**config.mk**
```make
export PLATFORM = sky130hd
export DESIGN_NAME = mips_irq_ctl_flat
export DESIGN_NICKNAME = d
export VERILOG_FILES = /design/src/rtl/mips_irq_ctl_if.sv /design/src/rtl/mips_irq_ctl.sv /design/src/flat_wrapper.sv
export SDC_FILE = /design/constraint.sdc
export NUM_CORES = 1
export LEC_CHECK = 0
export CORE_MARGIN = 2
export CORE_UTILIZATION = 47
export CTS_CLUSTER_SIZE = 24
export DETAILED_ROUTE_END_ITERATION = 16
export PLACE_DENSITY = 0.85
export SLEW_MARGIN = 20
export SYNTH_ARGS = -nofsm -noshare
export SYNTH_HDL_FRONTEND = slang
export SYNTH_SLANG_ARGS = --single-unit
```
**constraint.sdc**
```tcl
create_clock -name clk -period 3.51 [get_ports clk]
set_input_delay 0.8775 -clock clk [delete_from_list [all_inputs] [get_ports clk]]
set_output_delay 0.8775 -clock clk [all_outputs]
set_load 0.05 [all_outputs]
```
**src/rtl/mips_irq_ctl_if.sv**
```systemverilog
// Bus window and interrupt handshake between the MIPS789 core side and mips_irq_ctl.
// The controller uses the slave modport; the core/device-bus side uses master.
interface mips_irq_ctl_if;
   logic [31:0] addr;
   logic [31:0] din;
   logic        we;
   logic        re;
   logic [31:0] dout;
   logic        irq_req_o;
   logic [31:0] irq_addr_o;
   logic        irq_ack_i;

   modport slave (
      input  addr, din, we, re, irq_ack_i,
      output dout, irq_req_o, irq_addr_o
   );

   modport master (
      output addr, din, we, re, irq_ack_i,
      input  dout, irq_req_o, irq_addr_o
   );
endinterface

```
**src/rtl/mips_irq_ctl.sv**
```systemverilog
// Fixed-priority interrupt controller: synchronised sources, edge/level pending, mask,
// global enable, register window on the coprocessor bus and a req/ack vector handshake.
module mips_irq_ctl #(
   parameter int          N_SRC      = 8,
   parameter logic [31:0] VEC_BASE   = 32'h0000_0050,
   parameter int          VEC_STRIDE = 8,
   parameter logic [31:0] BASE_ADDR  = 32'hFFFF_FF00
) (
   input  logic             clk,
   input  logic             rst,
   input  logic [N_SRC-1:0] irq_src_i,
   mips_irq_ctl_if.slave    bus
);

   typedef enum logic [1:0] {IDLE, REQ, GAP} state_t;

   state_t           r_state;
   logic [N_SRC-1:0] r_s1, r_s2, r_s3;
   logic [N_SRC-1:0] r_pend_e, r_mask, r_mode;
   logic             r_en;
   logic [4:0]       r_idx;
   logic             r_req;
   logic [31:0]      r_addr;
   logic [31:0]      r_dout;

   logic             w_hit;
   logic [7:0]       w_off;
   logic [N_SRC-1:0] w_edge, w_pend, w_elig, w_w1c, w_ack_clr;
   logic [4:0]       w_idx;
   logic             w_ack_ok;
   logic [31:0]      w_rdata;
   logic             w_unused;

   assign w_hit    = (bus.addr[31:8] == BASE_ADDR[31:8]);
   assign w_off    = bus.addr[7:0];
   assign w_unused = ^bus.din;

   always_ff @(posedge clk or posedge rst) begin
      if (rst) begin
         r_s1 <= '0;
         r_s2 <= '0;
         r_s3 <= '0;
      end else begin
         r_s1 <= irq_src_i;
         r_s2 <= r_s1;
         r_s3 <= r_s2;
      end
   end

   assign w_edge   = r_s2 & ~r_s3;
   assign w_pend   = (r_mode & r_pend_e) | (~r_mode & r_s2);
   assign w_elig   = w_pend & r_mask & {N_SRC{r_en}};
   assign w_ack_ok = (r_state == REQ) && bus.irq_ack_i;
   assign w_w1c    = (bus.we && w_hit && w_off == 8'h00) ? bus.din[N_SRC-1:0] : '0;

   always_comb begin
      w_ack_clr = '0;
      for (int i = 0; i < N_SRC; i++)
         w_ack_clr[i] = w_ack_ok && (r_idx == 5'(i));
   end

   // Lowest index wins: scan downward so the last hit is the smallest index.
   always_comb begin
      w_idx = '0;
      for (int i = N_SRC-1; i >= 0; i--)
         if (w_elig[i]) w_idx = 5'(i);
   end

   // New edge beats a same-cycle W1C/ack; level-mode bits never latch.
   always_ff @(posedge clk or posedge rst) begin
      if (rst) r_pend_e <= '0;
      else     r_pend_e <= ((r_pend_e & ~(w_w1c | w_ack_clr)) | w_edge) & r_mode;
   end

   always_ff @(posedge clk or posedge rst) begin
      if (rst) begin
         r_mask <= '0;
         r_mode <= '0;
         r_en   <= 1'b0;
      end else if (bus.we && w_hit) begin
         case (w_off)
            8'h04:   r_mask <= bus.din[N_SRC-1:0];
            8'h08:   r_mode <= bus.din[N_SRC-1:0];
            8'h0C:   r_en   <= bus.din[0];
            default: ;
         endcase
      end
   end

   always_comb begin
      w_rdata = '0;
      case (w_off)
         8'h00:   w_rdata = 32'(w_pend);
         8'h04:   w_rdata = 32'(r_mask);
         8'h08:   w_rdata = 32'(r_mode);
         8'h0C:   w_rdata = {31'b0, r_en};
         8'h10:   w_rdata = {(r_state == REQ), 26'b0, r_idx};
         default: w_rdata = '0;
      endcase
   end

   always_ff @(posedge clk or posedge rst) begin
      if (rst)         r_dout <= '0;
      else if (bus.re) r_dout <= w_hit ? w_rdata : 32'h0;
   end

   // Request is latched in IDLE and held untouched until acknowledged.
   always_ff @(posedge clk or posedge rst) begin
      if (rst) begin
         r_state <= IDLE;
         r_idx   <= '0;
         r_req   <= 1'b0;
         r_addr  <= VEC_BASE;
      end else begin
         case (r_state)
            IDLE: if (|w_elig) begin
               r_idx   <= w_idx;
               r_addr  <= VEC_BASE + 32'(w_idx) * 32'(VEC_STRIDE);
               r_req   <= 1'b1;
               r_state <= REQ;
            end
            REQ: if (bus.irq_ack_i) begin
               r_req   <= 1'b0;
               r_state <= GAP;
            end
            GAP:     r_state <= IDLE;
            default: r_state <= IDLE;
         endcase
      end
   end

   assign bus.dout       = r_dout;
   assign bus.irq_req_o  = r_req;
   assign bus.irq_addr_o = r_addr;

endmodule

```
**src/flat_wrapper.sv**
```systemverilog
// flat-port wrapper written by rule: the top's interface ports become plain ports
module mips_irq_ctl_flat 
#(
   parameter int          N_SRC      = 8,
   parameter logic [31:0] VEC_BASE   = 32'h0000_0050,
   parameter int          VEC_STRIDE = 8,
   parameter logic [31:0] BASE_ADDR  = 32'hFFFF_FF00
)
  (clk, rst, irq_src_i, bus_addr, bus_din, bus_we, bus_re, bus_irq_ack_i, bus_dout, bus_irq_req_o, bus_irq_addr_o);
  mips_irq_ctl_if bus_i ();
  input  logic clk;
  input  logic rst;
  input  logic [N_SRC-1:0] irq_src_i;
  input wire logic [$bits(bus_i.addr)-1:0] bus_addr;
  input wire logic [$bits(bus_i.din)-1:0] bus_din;
  input wire logic [$bits(bus_i.we)-1:0] bus_we;
  input wire logic [$bits(bus_i.re)-1:0] bus_re;
  input wire logic [$bits(bus_i.irq_ack_i)-1:0] bus_irq_ack_i;
  output wire logic [$bits(bus_i.dout)-1:0] bus_dout;
  output wire logic [$bits(bus_i.irq_req_o)-1:0] bus_irq_req_o;
  output wire logic [$bits(bus_i.irq_addr_o)-1:0] bus_irq_addr_o;
  assign bus_i.addr = bus_addr;
  assign bus_i.din = bus_din;
  assign bus_i.we = bus_we;
  assign bus_i.re = bus_re;
  assign bus_i.irq_ack_i = bus_irq_ack_i;
  assign bus_dout = bus_i.dout;
  assign bus_irq_req_o = bus_i.irq_req_o;
  assign bus_irq_addr_o = bus_i.irq_addr_o;
  mips_irq_ctl #(.N_SRC(N_SRC), .VEC_BASE(VEC_BASE), .VEC_STRIDE(VEC_STRIDE), .BASE_ADDR(BASE_ADDR)) u_core (.clk(clk), .rst(rst), .irq_src_i(irq_src_i), .bus(bus_i));
endmodule
```
==> flow_summary.toml, run 1 <==
[clocking]
ctsHoldBuffers = 0
clock_latency_ps = 350
clock_path_buffers = 2
clk_pin_slew_ps = 70
root_buffer = "clkbuf_8"
clkSinkCount = 68
cts_resized = 0
cts_made_buffers = 9
tritoncts = "built"
post_cts.repair.setup_buffers = 0
ctsHtreeMaxLevel = 3

[timing]
max_slew.worst_pin.slew_ps = 594.8
drv_slew = 0
max_slew_margin_pct = 59.98
fin_ws_ps = 716.2
rsz0062_at_grt = "false"
setup_viol_count_final = 0
timing.final.crit_share_pct = 79.60
final_hold_viol_count = 0
fin_crit_ps = 2794
fin_tns_setup_ps = 0
clock.fmax_ghz = 0.3579
skew_ps = 7.501

[worst_hold_path]
holdCritStartpoint = "u_core.r_s1[4]"
hp-class = "flip-flop to flip-flop"

[floorplanning]
start_util_pct = 48.07
core_um2 = 7176
dieArea_um2 = 8041
dieWidth_um = 89.67
fp-row-count = 31
fp.dieH_um = 89.67
io_pins = 142

[placed_design]
gp_congestion = 0.8614
port_buffers = 67
hpwlAfterDp_um = 5909
pre_cts_ws_ps = 364.0

[critical_path]
max_stage_delay_ps = 560
crit_fanout = 8
crit_slowest_cell = "or4_4"
arrival_ps = 3060
crit_path_cell_trace = "clkdlybuf4s50_1 -> or4_4 -> or4_1 -> buf_4 -> nor3b_1 -> a221oi_1 -> o22ai_1"
r2r_start = "u_core.r_en"
cp-end-kind = "flip-flop"
required_ps = 3780
critical_path_class = "primary input to flip-flop"
startpoint = "bus_addr[0]"
startpoint_type = "primary input"

[pwr]
combPwrFrac_pct = 13.5
powerDensity_nw_per_um2 = 388.6
netSwitchingFraction_pct = 27.62
seqPwrFrac_pct = 48.6
vdd_drop_max_v = 0.0002534
power_switching_mw = 0.4574
internal_power_mw = 1.199
leakagePower_nw = 1.888
clock_power_share_pct = 37.9

[layout]
diodes = 0
drive_gt1_share_pct = 12.44
syn_to_final_growth_pct = 23.54
nets = 485

[detailed_routing]
vias = 2653
vias_per_cell = 5.212
drtAntennaViolNets = 0
dr.first_iter.drc_count = 238
drc = 0
routedWlPerCell_um = 15.60
routed_wl_um = 7941
dr.pass1.iters = 5

[synthesis]
synthArstFlopShare_pct = 100.0
syn-cell-area_um2 = 3450
synth_cells = 331
synth_top_area_share_pct = 47.88
yosysMostFrequentCell = "dfrtp_1"
synthTopCellsByCount = "dfrtp_1, buf_4, nand2_1"
synth_edf_count = 0
synth_cell_types = 45
syn_area_per_cell_um2 = 10.42
synth_seq_cells = 68
synth_seq_area_share_pct = 49.40
yosys_warnings = 0
synth_top_area_cell = "dfrtp_1"
yosys-top-cells-area = "dfrtp_1, buf_4, mux2_2"
synth_top_flop_cell = "dfrtp_1"

[global_routing]
gr-usage-met1_pct = 23.41
grt_max_degree = 42
grtUsageMet2_pct = 35.90
grt_remaining_overflow = 0
grt_use_met3_pct = 6.490
grt_pass1_wl_um = 12160
grt_busiest_layer = "met2"
grt_pass1_vias = 2578
antenna_found_initial = 0
grt_use_total_pct = 20.51

[outcome]
status = "finished, final reports clean"

[flow_run]
maxCapViolCount = 0
==> cell families (layout without fill, tap and decap cells) <==
| logic type | Yosys count | after routing | share of synthesized area [%] |
|---|---|---|---|
| simple gates | 93 | 93 | 14.80 |
| buf+inv | 79 | 109 | 14.29 |
| flops | 68 | 68 | 49.40 |
| compound gates | 59 | 59 | 11.53 |
| mux | 29 | 29 | 9.141 |
| fa+ha+maj | 2 | 2 | 0.7253 |
| other cells | 1 | 50 | 0.1087 |
==> layout make-up <==
| class | count | area (µm²) |
|---|---|---|
| clock inverters | 5 | 52.55 |
| multi-input cells | 233 | 1436 |
| clock buffers | 10 | 137.6 |
| inverters | 21 | 78.83 |
| repair buffers | 73 | 728.2 |
| flip-flops and latches | 68 | 1704 |
| fillers | 618 | 2914 |
| well taps | 99 | 123.9 |
==> worst max-delay path: cells and delay by family <==
| family | cells | cell delay [ps] |
|---|---|---|
| AND/OR/NAND/NOR | 3 | 1350 |
| AO/OA/AOI/OAI | 2 | 200 |
| buffers and inverters | 2 | 620 |
==> flip-flops by register name, indices dropped and copies added (netlist names) <==
register,flops
u_core.r_s3,8
u_core.r_en,1
u_core.bus.irq_addr_o,4
u_core.r_s2,8
u_core.r_s1,8
u_core.r_idx,3
u_core.r_mask,8
u_core.bus.dout,9
u_core.bus.irq_req_o,1
u_core.r_state,2
u_core.r_pend_e,8
u_core.r_mode,8
==> placed cells by master (no fill, tap or decap), drive strengths merged, types with 3 or more instances in the layout <==
master	netlist	layout
clkdlybuf4s50	0	67
dfrtp	66	66
conb	1	50
nand2	24	24
nor2	21	21
inv	21	21
mux2	20	20
o22ai	17	17
o21ai	14	14
nor2b	11	11
clkbuf	5	10
nand4	9	9
mux2i	9	9
nand3	7	7
and3	6	6
buf	53	6
a21oi	5	5
o2111ai	5	5
a221oi	5	5
nor3	4	4
a22oi	3	3
clkinv	0	3
or2	3	3
==> stage by stage <==
stage          instances  power, mW  hold slack, ps  utilization [%]  area (µm²)
2_1_floorplan        380      1.006           331.2                -        3633
4_1_cts              509      1.668           351.0            59.39        4262
3_5_place_dp         494      1.043           334.7            56.74        4071
6_report             509      1.656           348.5            59.39        4262
5_1_grt              509      1.719           353.8            59.39        4262
3_3_place_gp         494      1.040           331.7            56.74        4071
==> path summary, 6_finish.rpt <==
| kind | endpoint | slack, ps | depth (start not counted) |
|---|---|---|---|
| setup / recovery | u_core.bus.dout[0] | 720 | 7 |
| hold / removal | u_core.r_s2[4] | 350 | 0 |
| setup reg to reg | u_core.bus.irq_addr_o[5] | 1400 | 6 |
| hold reg to reg | u_core.r_s2[4] | 350 | 0 |
| max in group asynchronous | u_core.bus.dout[2] | 1970 | 3 |
| min in group asynchronous | u_core.r_s1[4] | 920 | 2 |
==> power by group through the flow <==
stage | Combinational [mW] | Sequential (mW) | Clock [mW]
floorplan | 0.189 | 0.817 | 0
global placement | 0.221 | 0.819 | 0
detailed placement | 0.223 | 0.820 | 0
CTS | 0.224 | 0.804 | 0.640
global route | 0.240 | 0.806 | 0.673
finish | 0.224 | 0.804 | 0.628
==> metal layers <==
metal  vias up  share of wire (%)
met1      1270                 38
li1       1221                  -
met4         0                2.1
met5         -                  0
met2       144                 51
met3        18                9.1
Note: power is estimated with default switching activity, not from simulation.
==> run 2, diff against run 1 <==
--- a/config.mk
+++ b/config.mk
@@ -6,10 +6,10 @@
 export NUM_CORES = 1
 export LEC_CHECK = 0
 export CORE_MARGIN = 2
-export CORE_UTILIZATION = 47
+export CORE_UTILIZATION = 43
 export CTS_CLUSTER_SIZE = 24
 export DETAILED_ROUTE_END_ITERATION = 16
-export PLACE_DENSITY = 0.85
+export PLACE_DENSITY = 0.78
 export SLEW_MARGIN = 20
 export SYNTH_ARGS = -nofsm -noshare
 export SYNTH_HDL_FRONTEND = slang
==> constraint.sdc (replaced) <==
create_clock -name clk -period 2.7 [get_ports clk]
set_input_delay 0.675 -clock clk [delete_from_list [all_inputs] [get_ports clk]]
set_output_delay 0.675 -clock clk [all_outputs]
set_load 0.05 [all_outputs]
==> run 2 against run 1 <==
Clock skew grew 4.0 ps. Cell area grew 2.1%. Largest power group unchanged. Clock power grew 34%. Hold slack gained 1.6 ps. Global-route usage shrank 1.5 points. Combinational power grew 32%. Largest cell class unchanged.
==> flow_summary.toml, run 2 (synthesis results as in run 1) <==
[outcome]
status = "finished, final reports clean"

[timing]
fin_ws_ps = 157.4
setup_viol_count_final = 0
clock.fmax_ghz = 0.3933
final_hold_viol_count = 0
timing.final.crit_share_pct = 94.17
max_slew.worst_pin.slew_ps = 521.6
holdWs_ps = 350.2
max_slew_margin_pct = 65.18
fin_tns_setup_ps = 0
rsz0062_at_grt = "false"
fin_crit_ps = 2543
drv_slew = 0
skew_ps = 11.52

[critical_path]
required_ps = 2930
crit_fanout = 8
arrival_ps = 2770
r2r_cells = 6
r2r_start = "u_core.r_en"
critical_path_class = "primary input to flip-flop"
ff2ff_setup_slack_ps = 600
startpoint_type = "primary input"
cp-end-kind = "flip-flop"
r2r_end = "u_core.bus.irq_addr_o[5]"

[floorplanning]
fp-row-count = 32
io_pins = 142
fp.dieH_um = 93.57
core_um2 = 7767
start_util_pct = 44.41
dieArea_um2 = 8754
dieWidth_um = 93.57

[detailed_routing]
dr.pass1.iters = 4
routedWlPerCell_um = 15.35
drc = 0
routed_wl_um = 8026
vias = 2641
dr.first_iter.drc_count = 141
drtAntennaViolNets = 0
vias_per_cell = 5.050

[layout]
nets = 495
instances_no_fill = 523
largest_reg_flops = 9
nFillCells = 671
diodes = 0
drive_gt1_share_pct = 14.73
final_cell_mix = "clkdlybuf4s50_1, dfrtp_1, conb_1"
final_common_cell = "clkdlybuf4s50_1"
syn_to_final_growth_pct = 26.15

[clocking]
ctsHtreeMaxLevel = 3
clock_path_buffers = 2
post_cts.repair.setup_buffers = 0
tritoncts = "built"
root_buffer = "clkbuf_8"
clock_latency_ps = 350
ctsHoldBuffers = 0
cts_made_buffers = 9
cts_resized = 0
clkSinkCount = 68
clk_pin_slew_ps = 70

[placed_design]
pre_cts_ws_ps = -212.5
hpwlAfterDp_um = 6134
dp.cells = 507
gp_congestion = 0.8477
port_buffers = 67

[global_routing]
grt_remaining_overflow = 0
grt_use_met3_pct = 4.996
grtUsageMet2_pct = 33.57
gr-usage-met1_pct = 22.14
grt_use_total_pct = 19.04
grt_pass1_wl_um = 12610
antenna_found_initial = 0
grt_max_degree = 33
grt_busiest_layer = "met2"
grt_pass1_vias = 2630

[pwr]
leakagePower_nw = 1.937
finalPower_mw = 2.181
vdd_drop_max_v = 0.0003507
powerDensity_nw_per_um2 = 501.3

[worst_hold_path]
whs_endpoint = "u_core.r_s2[4]"
hp-class = "flip-flop to flip-flop"
holdCritStartpoint = "u_core.r_s1[4]"
holdPathStages = 0

[flow_run]
maxCapViolCount = 0
## run 2: cell types whose count changed in the layout (fill, tap and decap cells not counted), sizes merged
cell,before,now
buf,6,16
clkinvlp,1,2
## run 2: worst max-delay path by stage
stage                     start            endpoint  slack [ps]
floorplan           bus_addr[0]    u_core.r_mode[1]         290
global placement    bus_addr[0]    u_core.r_mode[3]        -190
detailed placement  bus_addr[0]    u_core.r_mode[3]        -210
CTS                 bus_addr[0]    u_core.r_mode[4]         170
global route        bus_addr[5]  u_core.bus.dout[0]          60
finish              bus_addr[0]    u_core.r_mode[4]         160
## run 2: metal layers
metal,wire length [µm],up-vias
met5,0,-
met3,625,11
met1,3144,1281
met2,4134,112
met4,122,0
li1,-,1237
## run 2: stage by stage
| stage | instance area, µm² | utilization [%] |
|---|---|---|
| after floorplan | 3633 | - |
| after global placement | 4150 | 53.43 |
| after detailed placement | 4150 | 53.43 |
| after CTS | 4352 | 56.02 |
| after global routing | 4352 | 56.02 |
| final | 4352 | 56.02 |
## run 2: cell type report
type | count | area, µm² | share of cell area, %
tap | 102 | 127.6 | 2.933
inverter | 21 | 78.83 | 1.811
timing repair buffer | 83 | 803.3 | 18.46
multi-input combinational | 233 | 1436 | 33.01
clock inverter | 6 | 63.81 | 1.466
sequential | 68 | 1704 | 39.16
clock buffer | 10 | 137.6 | 3.163
## run 2: worst max-delay path: stages
cell,delay (ps)
clkdlybuf4s50_1,390
or4_4,540
or4_1,530
nor2_8,270
mux2_2,360
## run 2: power by group
group          internal [mW]  total [mW]  leakage, nW  switching [mW]
logic                 0.0844       0.296        0.951           0.211
registers               1.04        1.05        0.887         0.00967
clock network          0.449       0.840       0.0983           0.390
==> run 3, diff against run 2 <==
--- a/config.mk
+++ b/config.mk
@@ -6,10 +6,11 @@
 export NUM_CORES = 1
 export LEC_CHECK = 0
 export CORE_MARGIN = 2
-export CORE_UTILIZATION = 43
+export CORE_UTILIZATION = 39
+export CTS_CLUSTER_DIAMETER = 30
 export CTS_CLUSTER_SIZE = 24
 export DETAILED_ROUTE_END_ITERATION = 16
-export PLACE_DENSITY = 0.78
+export PLACE_DENSITY = 0.75
 export SLEW_MARGIN = 20
 export SYNTH_ARGS = -nofsm -noshare
 export SYNTH_HDL_FRONTEND = slang
==> constraint.sdc (replaced) <==
create_clock -name clk -period 2.3 [get_ports clk]
set_input_delay 0.575 -clock clk [delete_from_list [all_inputs] [get_ports clk]]
set_output_delay 0.575 -clock clk [all_outputs]
set_load 0.05 [all_outputs]
==> run 3 against run 2 <==
First-iteration DRC count rose by 50%. Clock power rose by 11%. Cell count rose by 2.1%. Sequential power increased by 17%. Highest routed layer unchanged.
==> flow_summary.toml, run 3 (synthesis results as in run 1) <==
[outcome]
status = "finished, final reports clean"

[clocking]
cts_made_buffers = 9
clock_latency_ps = 350
ctsHoldBuffers = 0
tritoncts = "built"
clkSinkCount = 68
ctsHtreeMaxLevel = 3
clk_pin_slew_ps = 70
clock_path_buffers = 2
root_buffer = "clkbuf_8"

[timing]
skew_ps = 8.304
drv_slew = 0
final_hold_viol_count = 0
max_slew.worst_pin.slew_ps = 515.6
rsz0062_at_grt = "false"
setup_viol_count_final = 0
max_slew_margin_pct = 65.52
clock.fmax_ghz = 0.4409
fin_crit_ps = 2268
timing.final.crit_share_pct = 98.61

[floorplanning]
dieWidth_um = 98.05
dieArea_um2 = 9613
fp.dieH_um = 98.05
fp-row-count = 34
io_pins = 142
core_um2 = 8636
start_util_pct = 39.94

[detailed_routing]
drc = 0
topRoutingLayerUsed = "met4"
routedWlPerCell_um = 14.36
drt-met1-wl_um = 3280
drtAntennaViolNets = 0
vias = 2605
dr.pass1.iters = 4
vias_per_cell = 4.878
wl_met3_um = 492
dr.first_iter.drc_count = 211
routed_wl_um = 7669
wl_met2_um = 3758

[critical_path]
arrival_ps = 2500
startpoint_type = "primary input"
ff2ff_setup_slack_ps = 290
cp-end-kind = "flip-flop"
critical_path_class = "primary input to flip-flop"
required_ps = 2530
crit_fanout = 8

[placed_design]
hpwlAfterDp_um = 5733
gp_congestion = 0.9355
placed_area_um2 = 4198
port_buffers = 67

[layout]
finish.utilization_pct = 51.74
drive_gt1_share_pct = 16.20
syn_to_final_growth_pct = 29.53
final_cell_mix = "dfrtp_1, conb_1, clkdlybuf4s50_1"
nets = 500
largest_reg_flops = 9
diodes = 0
final_area_um2 = 4468
final_common_cell = "dfrtp_1"

[global_routing]
grt_use_total_pct = 16.46
grt_pass1_vias = 2500
antenna_found_initial = 0
grt_max_degree = 25
grt_remaining_overflow = 0
grt_pass1_wl_um = 12520

[worst_hold_path]
hp-class = "flip-flop to flip-flop"

[pwr]
finalPower_mw = 2.504
vdd_drop_max_v = 0.0004384
leakagePower_nw = 2.130
powerDensity_nw_per_um2 = 560.4

[flow_run]
maxCapViolCount = 0
==> run 3: cell types whose count changed in the layout (fill, tap and decap cells not counted), sizes merged <==
| cell | change |
|---|---|
| buf | +6 |
| clkbuf | +1 |
| clkdlybuf4s50 | -19 |
| clkinvlp | -1 |
| dlygate4sd2 | +4 |
| dlymetal6s2s | +14 |
==> run 3: where the power goes <==
| group | total [mW] | leakage (nW) | switching, mW | internal, mW |
|---|---|---|---|---|
| sequential | 1.23 | 0.887 | 0.0110 | 1.22 |
| combinational | 0.347 | 1.15 | 0.248 | 0.0983 |
| clock | 0.930 | 0.0931 | 0.434 | 0.495 |
==> run 3: through the flow <==
step	setup TNS, ps	std cells	hold WS (ps)	setup slack (ps)
after floorplan	0	380	331.2	16.80
after global placement	-11990	517	332.1	-460.4
after detailed placement	-13700	517	334.7	-499.5
after CTS	0	533	350.2	6.058
after global routing	0	534	356.4	11.09
final	0	534	349.7	31.93
==> run 3: worst paths after layout <==
check	startpoint	to	cells past startpoint
max in group asynchronous	rst	u_core.r_pend_e[1]	3
max reg2reg	u_core.r_en	u_core.bus.irq_addr_o[5]	6
min in group asynchronous	rst	u_core.r_s1[3]	2
max	bus_addr[7]	u_core.r_mode[5]	5
min	u_core.r_s1[0]	u_core.r_s2[0]	0
min reg2reg	u_core.r_s1[0]	u_core.r_s2[0]	0
==> run 3: routing by layer <==
| metal | GRT usage, % | vias up |
|---|---|---|
| met3 | 4.009 | 15 |
| met1 | 21.24 | 1228 |
| met5 | 0 | - |
| li1 | - | 1247 |
| met2 | 26.82 | 115 |
| met4 | 6.410 | 0 |
==> run 3: timing repair <==
action	4_1_cts	5_1_grt
setup endpoints to repair	29	10
setup buffers	0	1
gates resized for setup	14	15
cloned	0	0
pin swaps	3	5
==> run 3: area by class of cell <==
cell class	instances	area (µm²)
clock buffers	11	131.4
repair buffers	88	880.8
clock inverters	5	52.55
well taps	108	135.1
multi-input cells	233	1485
fillers	745	4168
inverters	21	78.83
flip-flops and latches	68	1704
==> run 3: worst max-delay path, cell delays in order <==
cell	delay [ps]
dlygate4sd2_1	230
or4_4	530
or4_4	570
nor2_8	250
mux2_4	330
